### config.mk
export PLATFORM = sky130hd
export DESIGN_NAME = tag_issue_flat
export DESIGN_NICKNAME = d
export VERILOG_FILES = /design/src/rtl/tag_pkg.sv /design/src/rtl/tag_issue_if.sv /design/src/rtl/tag_pick.sv /design/src/rtl/tag_issue.sv /design/src/flat_wrapper.sv
export SDC_FILE = /design/constraint.sdc
export NUM_CORES = 1
export LEC_CHECK = 0
export CAP_MARGIN = 30
export CORE_UTILIZATION = 32
export CTS_CLUSTER_DIAMETER = 200
export DETAILED_ROUTE_END_ITERATION = 6
export GPL_TIMING_DRIVEN = 0
export PLACE_DENSITY = 0.54
export SLEW_MARGIN = 20
export SYNTH_ARGS = -nofsm -noshare
export SYNTH_HDL_FRONTEND = slang
export SYNTH_HIERARCHICAL = 1
export SYNTH_SLANG_ARGS = --single-unit
### constraint.sdc
create_clock -name clk -period 4.45 [get_ports clk]
set_clock_uncertainty 0.15 [all_clocks]
set_input_delay 1.1125 -clock clk [delete_from_list [all_inputs] [get_ports clk]]
set_output_delay 1.1125 -clock clk [all_outputs]
set_load 0.05 [all_outputs]
### src/rtl/tag_pkg.sv
// Shared tag-allocator constants and types.
// The pool holds NTAGS = 2^TAG_W tags, and the out_cnt range is 0..NTAGS.
package tag_pkg;
   localparam int TAG_W = 4;
   localparam int CNT_W = TAG_W + 1;
   localparam int NTAGS = 1 << TAG_W;

   typedef logic [TAG_W-1:0] tag_t;
   typedef logic [CNT_W-1:0] cnt_t;
   typedef logic [NTAGS-1:0] tag_map_t;

   typedef enum logic {
      IDLE,
      OFFER
   } issue_state_e;
endpackage

### src/rtl/tag_issue_if.sv
// Bundles the allocate, release and status signals of the tag issuer.
// The master modport is the issuer side; the slave modport is the consumer/retire side.
interface tag_issue_if;
   import tag_pkg::*;

   logic alloc_valid;
   tag_t alloc_tag;
   logic alloc_ready;
   logic rel_valid;
   tag_t rel_tag;
   logic rel_err;
   cnt_t out_cnt;
   logic all_busy;
   logic none_busy;

   modport master (
      output alloc_valid, alloc_tag, rel_err, out_cnt, all_busy, none_busy,
      input  alloc_ready, rel_valid, rel_tag
   );

   modport slave (
      input  alloc_valid, alloc_tag, rel_err, out_cnt, all_busy, none_busy,
      output alloc_ready, rel_valid, rel_tag
   );
endinterface

### src/rtl/tag_pick.sv
// Combinational finder: returns the first free tag, scanning upward from start and wrapping.
// No latency; with start tied to 0 it reduces to lowest-index priority.
module tag_pick
   import tag_pkg::*;
(
   input  tag_map_t free,
   input  tag_t     start,
   output logic     found,
   output tag_t     idx
);

   tag_t cand;

   always_comb begin
      found = 1'b0;
      idx   = '0;
      cand  = start;
      for (int i = 0; i < NTAGS; i++) begin
         cand = start + tag_t'(i);
         if (!found && free[cand]) begin
            found = 1'b1;
            idx   = cand;
         end
      end
   end

endmodule

### src/rtl/tag_issue.sv
// Free-list tag allocator: one staged tag is offered on valid/ready, at 1 tag/cycle; a released tag is re-offerable 2 cycles later.
// The staged tag holds under backpressure. Defining TAG_ISSUE_RR_EN switches lowest-index selection to round-robin.
module tag_issue
   import tag_pkg::*;
(
   input  logic         clk,
   input  logic         rst,
   tag_issue_if.master  bus
);

   issue_state_e state_q, state_d;
   tag_map_t     free_q, free_d;
   tag_t         stage_q, stage_d;
   cnt_t         cnt_q, cnt_d;
   logic         err_q, err_d;

   logic hs;
   logic rel_ok;
   logic pick_found;
   tag_t pick_idx;
   tag_t pick_start;

`ifdef TAG_ISSUE_RR_EN
   tag_t last_q, last_d;
   assign pick_start = last_q + tag_t'(1);
`else
   assign pick_start = '0;
`endif

   // The picker sees the bitmap before this cycle's release, so there is no same-cycle bypass.
   tag_pick u_pick (
      .free  (free_q),
      .start (pick_start),
      .found (pick_found),
      .idx   (pick_idx)
   );

   assign hs     = (state_q == OFFER) && bus.alloc_ready;
   assign rel_ok = bus.rel_valid && !free_q[bus.rel_tag]
                   && !((state_q == OFFER) && (stage_q == bus.rel_tag));

   always_comb begin
      state_d = state_q;
      free_d  = free_q;
      stage_d = stage_q;
      cnt_d   = cnt_q;
      err_d   = bus.rel_valid && !rel_ok;
`ifdef TAG_ISSUE_RR_EN
      last_d  = last_q;
`endif

      if ((state_q == IDLE) || hs) begin
         if (pick_found) begin
            free_d[pick_idx] = 1'b0;
            stage_d          = pick_idx;
            state_d          = OFFER;
`ifdef TAG_ISSUE_RR_EN
            last_d           = pick_idx;
`endif
         end else begin
            state_d = IDLE;
         end
      end

      if (rel_ok) begin
         free_d[bus.rel_tag] = 1'b1;
      end

      case ({hs, rel_ok})
         2'b10:   cnt_d = cnt_q + cnt_t'(1);
         2'b01:   cnt_d = cnt_q - cnt_t'(1);
         default: cnt_d = cnt_q;
      endcase
   end

   always_ff @(posedge clk) begin
      if (rst) begin
         state_q <= IDLE;
         free_q  <= '1;
         stage_q <= '0;
         cnt_q   <= '0;
         err_q   <= 1'b0;
`ifdef TAG_ISSUE_RR_EN
         last_q  <= '1;
`endif
      end else begin
         state_q <= state_d;
         free_q  <= free_d;
         stage_q <= stage_d;
         cnt_q   <= cnt_d;
         err_q   <= err_d;
`ifdef TAG_ISSUE_RR_EN
         last_q  <= last_d;
`endif
      end
   end

   assign bus.alloc_valid = (state_q == OFFER);
   assign bus.alloc_tag   = stage_q;
   assign bus.rel_err     = err_q;
   assign bus.out_cnt     = cnt_q;
   assign bus.all_busy    = (cnt_q == cnt_t'(NTAGS));
   assign bus.none_busy   = (cnt_q == '0);

endmodule
### src/flat_wrapper.sv
// flat-port wrapper written by rule: the top's interface ports become plain ports
module tag_issue_flat import tag_pkg::*;
  (clk, rst, bus_alloc_valid, bus_alloc_tag, bus_rel_err, bus_out_cnt, bus_all_busy, bus_none_busy, bus_alloc_ready, bus_rel_valid, bus_rel_tag);
  tag_issue_if bus_i ();
  input  logic clk;
  input  logic rst;
  output wire logic [$bits(bus_i.alloc_valid)-1:0] bus_alloc_valid;
  output wire logic [$bits(bus_i.alloc_tag)-1:0] bus_alloc_tag;
  output wire logic [$bits(bus_i.rel_err)-1:0] bus_rel_err;
  output wire logic [$bits(bus_i.out_cnt)-1:0] bus_out_cnt;
  output wire logic [$bits(bus_i.all_busy)-1:0] bus_all_busy;
  output wire logic [$bits(bus_i.none_busy)-1:0] bus_none_busy;
  input wire logic [$bits(bus_i.alloc_ready)-1:0] bus_alloc_ready;
  input wire logic [$bits(bus_i.rel_valid)-1:0] bus_rel_valid;
  input wire logic [$bits(bus_i.rel_tag)-1:0] bus_rel_tag;
  assign bus_alloc_valid = bus_i.alloc_valid;
  assign bus_alloc_tag = bus_i.alloc_tag;
  assign bus_rel_err = bus_i.rel_err;
  assign bus_out_cnt = bus_i.out_cnt;
  assign bus_all_busy = bus_i.all_busy;
  assign bus_none_busy = bus_i.none_busy;
  assign bus_i.alloc_ready = bus_alloc_ready;
  assign bus_i.rel_valid = bus_rel_valid;
  assign bus_i.rel_tag = bus_rel_tag;
  tag_issue u_core (.clk(clk), .rst(rst), .bus(bus_i));
endmodule
==> metrics.txt, run 1 <==
Overflow after GRT 0; final setup TNS 0 ns; kind of critical path flop to flop; post-layout min period 4.302 ns; number of port buffers 19; CTS max path bufs 2; count of flip-flops with a built-in enable after synthesis 0; count of cell types in the netlist 78; Comb power frac 0.488; TritonCTS clock tree yes; Final Hold Fails 0; H-tree depth 1; Seq/Total Area, Yosys 0.1335; Crit path max-delay family simple AND/OR/NAND/NOR gates; die area 13110 um^2; Mean Syn Cell Area 9.038 um^2; number of global-route vias before repair 3803; layout cells sized above 1 0.2000; RSZ-0062 raised after global routing true; max_slew headroom 0.3220; Synth Register Bits 27; yosys synthesis warning count 6; clk sink count 27; Detail Placement HPWL 9808 um; met3 usage 0.02170; root buffer cell clkbuf_16; worst-margin pin slew 0.9887 ns; sequential power share 0.298; CP arrival 4.30 ns; Layout area overhead 16.69%; dpl cells 650; 1st-iter DRT viols 287; routability cong. 0.9089; CP bufs+invs 1; fmax 232.4 MHz; Clock Latency Late Sink 0.27 ns; busiest grt layer met2; static leakage 1.603 nW; worst hold slack 0.3469 ns; total internal power 0.5785 mW; Final Max Tran Viols 0; Max Cap Viol 0; drt drc 0; hold crit path type flop to flop; peak supply drop 0.1301 mV; Critical Path, Cell by Cell mux4_1 -> mux4_2 -> nor2_2 -> nor4b_4 -> buf_4 -> nand3_4 -> or4_1 -> o2111ai_1 -> o21a_2 -> nor2b_1 -> nand3_1 -> a221o_1; Core Region 12160 um^2; GRT Resource Usage Total 0.2014; total number of vias 3955; Clock power frac 0.215; CTS Buf Count 3; FILL cells 1257; Finished Layout Cells 658; vias per cell 6.011; setup ws final 0.1476 ns; Crit. End Element flop; DRT Wirelength 12850 um; final setup fails 0; DRT antenna net count 0; Net Switching 0.4038 mW; Final nets 509; pre-CTS setup slack -0.7487 ns; critical path startpoint category flop; first-pass GRT wire length 20510 um; met2 GRT Util 0.3257; height of the die 114.5 um; Cell Pwr Density 207.9 nW/um^2; largest net degree at the start of global routing 17; num rows 40; Post-Syn Instances 448; DR pass1 iterations 4; run status completed; Post-Syn Area 4049 um^2; starting density of the core 0.3329; crit-path max FO 10; Sw Ratio 0.4111; drt wl/cell 19.53 um; antenna cell count 0; critical path's slowest cell or4_1; Req. time, crit path 4.45 ns; ys async rst share 0; met1 Resource Use GR 0.2706; Die W 114.5 um; top-level port count 21; Critical Path Max Stage Delay 0.71 ns; ys flop type dfxtp_1; Final period util 0.9668; initial antenna violation count 0; clk slew on worst S/H paths 0.07 ns
-- timing repair --
item                                    in CTS  in global routing
hold buffers                                 0                  0
resized for setup                           11                 11
endpoints found under the setup margin      16                 15
pin swaps                                    1                  2
buffers inserted                             3                  2
gates cloned                                 0                  0
-- cells in the mapped netlist (all sizes together), types with 4 or more instances --
master,count,share of area
nand2,40,0.037
mux4,35,0.20
mux2i,28,0.069
dfxtp,27,0.13
a21oi,24,0.030
nand3,21,0.027
nor2,20,0.019
o21ai,18,0.022
mux2,17,0.048
a221o,14,0.035
buf,13,0.022
clkbuf,13,0.012
inv,13,0.012
nor2b,13,0.020
xnor2,12,0.028
nand2b,11,0.017
ha,10,0.031
and2,9,0.014
nand4,9,0.014
a211oi,8,0.022
nor3,6,0.010
a31oi,5,0.0077
o211ai,5,0.0093
o22ai,5,0.0077
xor2,5,0.011
and3,4,0.0062
o31ai,4,0.0099
-- layer usage --
layer / vias to the layer above / routed length, um / part of all wire
li1: 1850 / - / -
met1: 1936 / 5642 / 0.44
met2: 140 / 6010 / 0.47
met3: 29 / 757 / 0.059
met4: 0 / 442 / 0.034
met5: - / 0 / 0
-- layout by cell type (no fill, tap or decap), types with 16 or more instances in the layout --
cell / Yosys / routed
mux4_2: 29 / 29
nand3_1: 20 / 20
dfxtp_1: 27 / 27
nor2_1: 19 / 19
a21oi_1: 24 / 24
clkdlybuf4s50_1: 0 / 17
conb_1: 1 / 16
mux2i_1: 28 / 27
nand2_1: 40 / 40
mux2_2: 16 / 16
-- cells by family after synthesis --
kind of cell               share of synthesized area
other                                      0.0009262
DFF                                           0.1335
xor gates and xnor gates                     0.03863
AOI/OAI and AO/OA                             0.2262
muxes                                         0.3177
and+or+nand+nor                               0.2052
buffers and inverters                        0.04697
adders and majority gates                    0.03090
-- tightest hold or removal path: stages, from the launching register on --
cell and delay, ns:
dfxtp_1 0.33, nand2_1 0.06, a21oi_1 0.06
-- stage by stage --
stage,utilization,cell area (um^2),total power [mW]
floorplan,-,4105,0.6308
global placement,0.3705,4506,0.7266
detailed placement,0.3705,4506,0.7279
CTS,0.3824,4651,0.9458
global route,0.3885,4725,1.037
finish,0.3885,4725,0.9822
-- final timing paths --
path	start	endpoint	slack [ns]	cells past startpoint
min reg2reg	u_core/bus.alloc_tag[2]	u_core/bus.alloc_tag[2]	0.35	2
max	u_core/free_q[2]	u_core/free_q[6]	0.15	12
max reg2reg	u_core/free_q[2]	u_core/free_q[6]	0.15	12
min	u_core/bus.alloc_tag[2]	u_core/bus.alloc_tag[2]	0.35	2
-- registers in the layout, summed over array words and instances, names as in the netlist --
name and cells:
u_core/bus.out_cnt 5, u_core/bus.rel_err 1, u_core/free_q 16, u_core/bus.alloc_valid 1
u_core/bus.alloc_tag 4
-- layout make-up --
cell class,instances,area (um^2),area share
Clock buffer,3,75.07,0.01589
Tap cell,168,210.2,0.04449
Sequential cell,27,540.5,0.1144
Timing Repair Buffer,24,229.0,0.04846
Multi-Input combinational cell,396,3476,0.7357
Buffer,25,133.9,0.02834
Inverter,14,52.55,0.01112
Clock inverter,1,7.507,0.001589
-- power groups by stage --
stage / Clock [mW] / Combinational (mW) / Sequential [mW]
finish: 0.211 / 0.479 / 0.292
global route: 0.226 / 0.516 / 0.296
CTS: 0.215 / 0.439 / 0.292
detailed placement: 0 / 0.430 / 0.297
global placement: 0 / 0.430 / 0.297
floorplan: 0 / 0.315 / 0.315
(Power assumes the default switching activity.)
==> run 2, diff against run 1 <==
Settings changed: CORE_ASPECT_RATIO from default to 1.25, CTS_CLUSTER_SIZE from default to 12.
==> run 2 against run 1 <==
Net effect:
- register-to-register slack better by 0.03 ns
- count of clock-buffer cells in the layout is the same
- critical path depth stayed put
- final cell count down 0.61%
- die area about the same
- design area grew 0.19%
- first-iteration DRC count fell by 15%
- via count grew 0.86%
- sequential power about the same
- hold slack improved by 0.0027 ns
- largest cell class unchanged
- highest routed layer unchanged
==> metrics.txt, run 2 (synthesis gave the netlist of run 1 again) <==
Clock Latency Late Sink 0.27 ns (about the same); Final Max Tran Viols 0 (unchanged); DRT Wirelength 13130 um (+2.2%); Critical Path Stages 12 (unchanged); Reg2Reg Launch Point u_core/free_q[2]; Critical Path, Cell by Cell mux4_1 -> mux4_2 -> nor2_2 -> nor4b_4 -> nand3_2 -> or4_1 -> buf_2 -> a32oi_4 -> nor2b_2 -> nand4_1 -> a21oi_1 -> o31ai_2; CP bufs+invs 1 (unchanged); most common cell after layout, fill and taps aside nand2_1; worst r2r path cells 12 (unchanged); starting density of the core 0.3314 (-0.001534); run status completed; r2r setup slk 0.17 ns (+0.03 ns); FILL cells 1242 (-1.2%); Final Hold Fails 0 (unchanged); critical path's slowest cell mux4_1; Finished Layout Cells 654 (-0.61%); root buffer cell clkbuf_16; final setup fails 0 (unchanged); top-level port count 21 (unchanged); most frequent cells in the layout nand2_1 (40), mux4_2 (29), mux2i_1 (27), dfxtp_1 (27), a21oi_1 (23); hold crit path type flop to flop; first-pass GRT wire length 20860 um (+1.7%); total number of vias 3989 (+0.86%); Overflow after GRT 0 (unchanged); drt drc 0 (unchanged); largest net degree at the start of global routing 17 (unchanged); Core Region 12220 um^2 (+0.46%); Post-DP Area 4501 um^2 (-0.11%); crit-path max FO 10 (unchanged); worst hold slack 0.3496 ns (+0.002690 ns); final setup TNS 0 ns (unchanged); Biggest register u_core/free_q; vias per cell 6.099 (+1.5%); Layout area overhead 16.90%; Setup crit end u_core/free_q[1]; Worst Setup SP u_core/free_q[2]; post-layout min period 4.276 ns (-0.02621 ns); num rows 45 (+13%); CTS Buf Count 3 (unchanged); number of flip-flops in the largest register 16 (unchanged); H-tree depth 1 (unchanged); clk slew on worst S/H paths 0.07 ns (about the same); GRT Resource Usage Total 0.2079 (+0.006513); layout cells sized above 1 0.2082 (+0.008163); Die W 102.6 um (-10%); dpl cells 646 (-0.62%); clk sink count 27 (unchanged); Critical Path Max Stage Delay 0.58 ns (-0.13 ns); critical path startpoint category flop; kind of critical path flop to flop; Req. time, crit path 4.45 ns (about the same); DR pass1 iterations 5 (+1); die area 13110 um^2 (about the same); peak supply drop 0.2374 mV (+82%); RSZ-0062 raised after global routing true; initial antenna violation count 0 (unchanged); DRT antenna net count 0 (unchanged); number of port buffers 19 (unchanged); static leakage 1.594 nW (-0.55%); TritonCTS clock tree yes; Crit path max-delay family simple AND/OR/NAND/NOR gates; Max Cap Viol 0 (unchanged); CTS max path bufs 2 (unchanged); Crit. End Element flop; fmax 233.9 MHz (+0.61%); number of global-route vias before repair 3956 (+4.0%); height of the die 127.8 um (+12%); FF-to-FF End u_core/free_q[1]; Detail Placement HPWL 10140 um (+3.4%); Final nets 509 (unchanged); drt wl/cell 20.08 um (+2.8%); worst-margin pin slew 0.9310 ns (-0.05772 ns); 1st-iter DRT viols 243 (-15%); Final period util 0.9609 (-0.005889); max_slew headroom 0.3740 (+0.05203); routability cong. 0.9196 (+1.2%); antenna cell count 0 (unchanged); cell area after layout 4733 um^2 (+0.19%); Cell Pwr Density 209.1 nW/um^2 (+0.57%); CP arrival 4.28 ns (-0.02 ns)
## run 2: changes by cell type in the layout (fill, tap and decap cells not counted), sizes merged
cell	before	now
clkbuf	15	16
clkdlybuf4s50	17	18
dlymetal6s2s	1	0
buf	18	17
## run 2: cell type report
class	count	area, um^2	share of cell area
multi-input cells	396	3492	0.7378
flip-flops and latches	27	540.5	0.1142
repair buffers	24	226.5	0.04785
well taps	164	205.2	0.04335
plain buffers	25	133.9	0.02828
clock buffers	3	75.07	0.01586
inverters	14	52.55	0.01110
clock inverters	1	7.507	0.001586
## run 2: worst min-delay path, stage by stage, from the launching register on
cell	delay, ns
dfxtp_1	0.34
nand2_1	0.06
a21oi_1	0.06
## run 2: how the worst min path moves through the flow
stage / start / endpoint / slack [ns] / cells past startpoint
2_1_floorplan: u_core/free_q[7] / u_core/free_q[7] / 0.39 / 1
3_3_place_gp: u_core/bus.alloc_tag[2] / u_core/bus.alloc_tag[2] / 0.32 / 2
3_5_place_dp: u_core/bus.alloc_tag[1] / u_core/bus.alloc_tag[1] / 0.34 / 2
4_1_cts: u_core/bus.alloc_tag[1] / u_core/bus.alloc_tag[1] / 0.35 / 2
5_1_grt: u_core/bus.alloc_tag[0] / u_core/bus.alloc_tag[0] / 0.37 / 2
6_report: u_core/bus.alloc_tag[0] / u_core/bus.alloc_tag[0] / 0.35 / 2
## run 2: power breakdown
part / switching [mW] / internal, mW
sequential: 0.0360 / 0.258
combinational: 0.285 / 0.199
clock: 0.0887 / 0.122
## run 2: layer usage
metal,up-vias,routed length (um),track usage
met5,-,0,0
met4,0,765,0.1471
met3,57,688,0.01963
met2,195,6620,0.3627
met1,1890,5055,0.2330
li1,1847,-,-
## run 2: timing repair
action                     CTS  global route
hold buffers                 0             0
setup endpoints to repair    9            14
gates resized for setup     11            13
hold endpoints to repair     0             0
buffers inserted             2             2
pin swaps                    1             2
## run 2: per-stage QoR
| stage | utilization | total power [mW] | setup WS [ns] |
|---|---|---|---|
| 3_3_place_gp | 0.3684 | 0.7307 | -0.7369 |
| 6_report | 0.3874 | 0.9896 | 0.1738 |
| 2_1_floorplan | - | 0.6308 | 0.09335 |
| 5_1_grt | 0.3874 | 1.044 | -0.01670 |
| 3_5_place_dp | 0.3684 | 0.7318 | -0.8031 |
| 4_1_cts | 0.3804 | 0.9557 | 0.05846 |
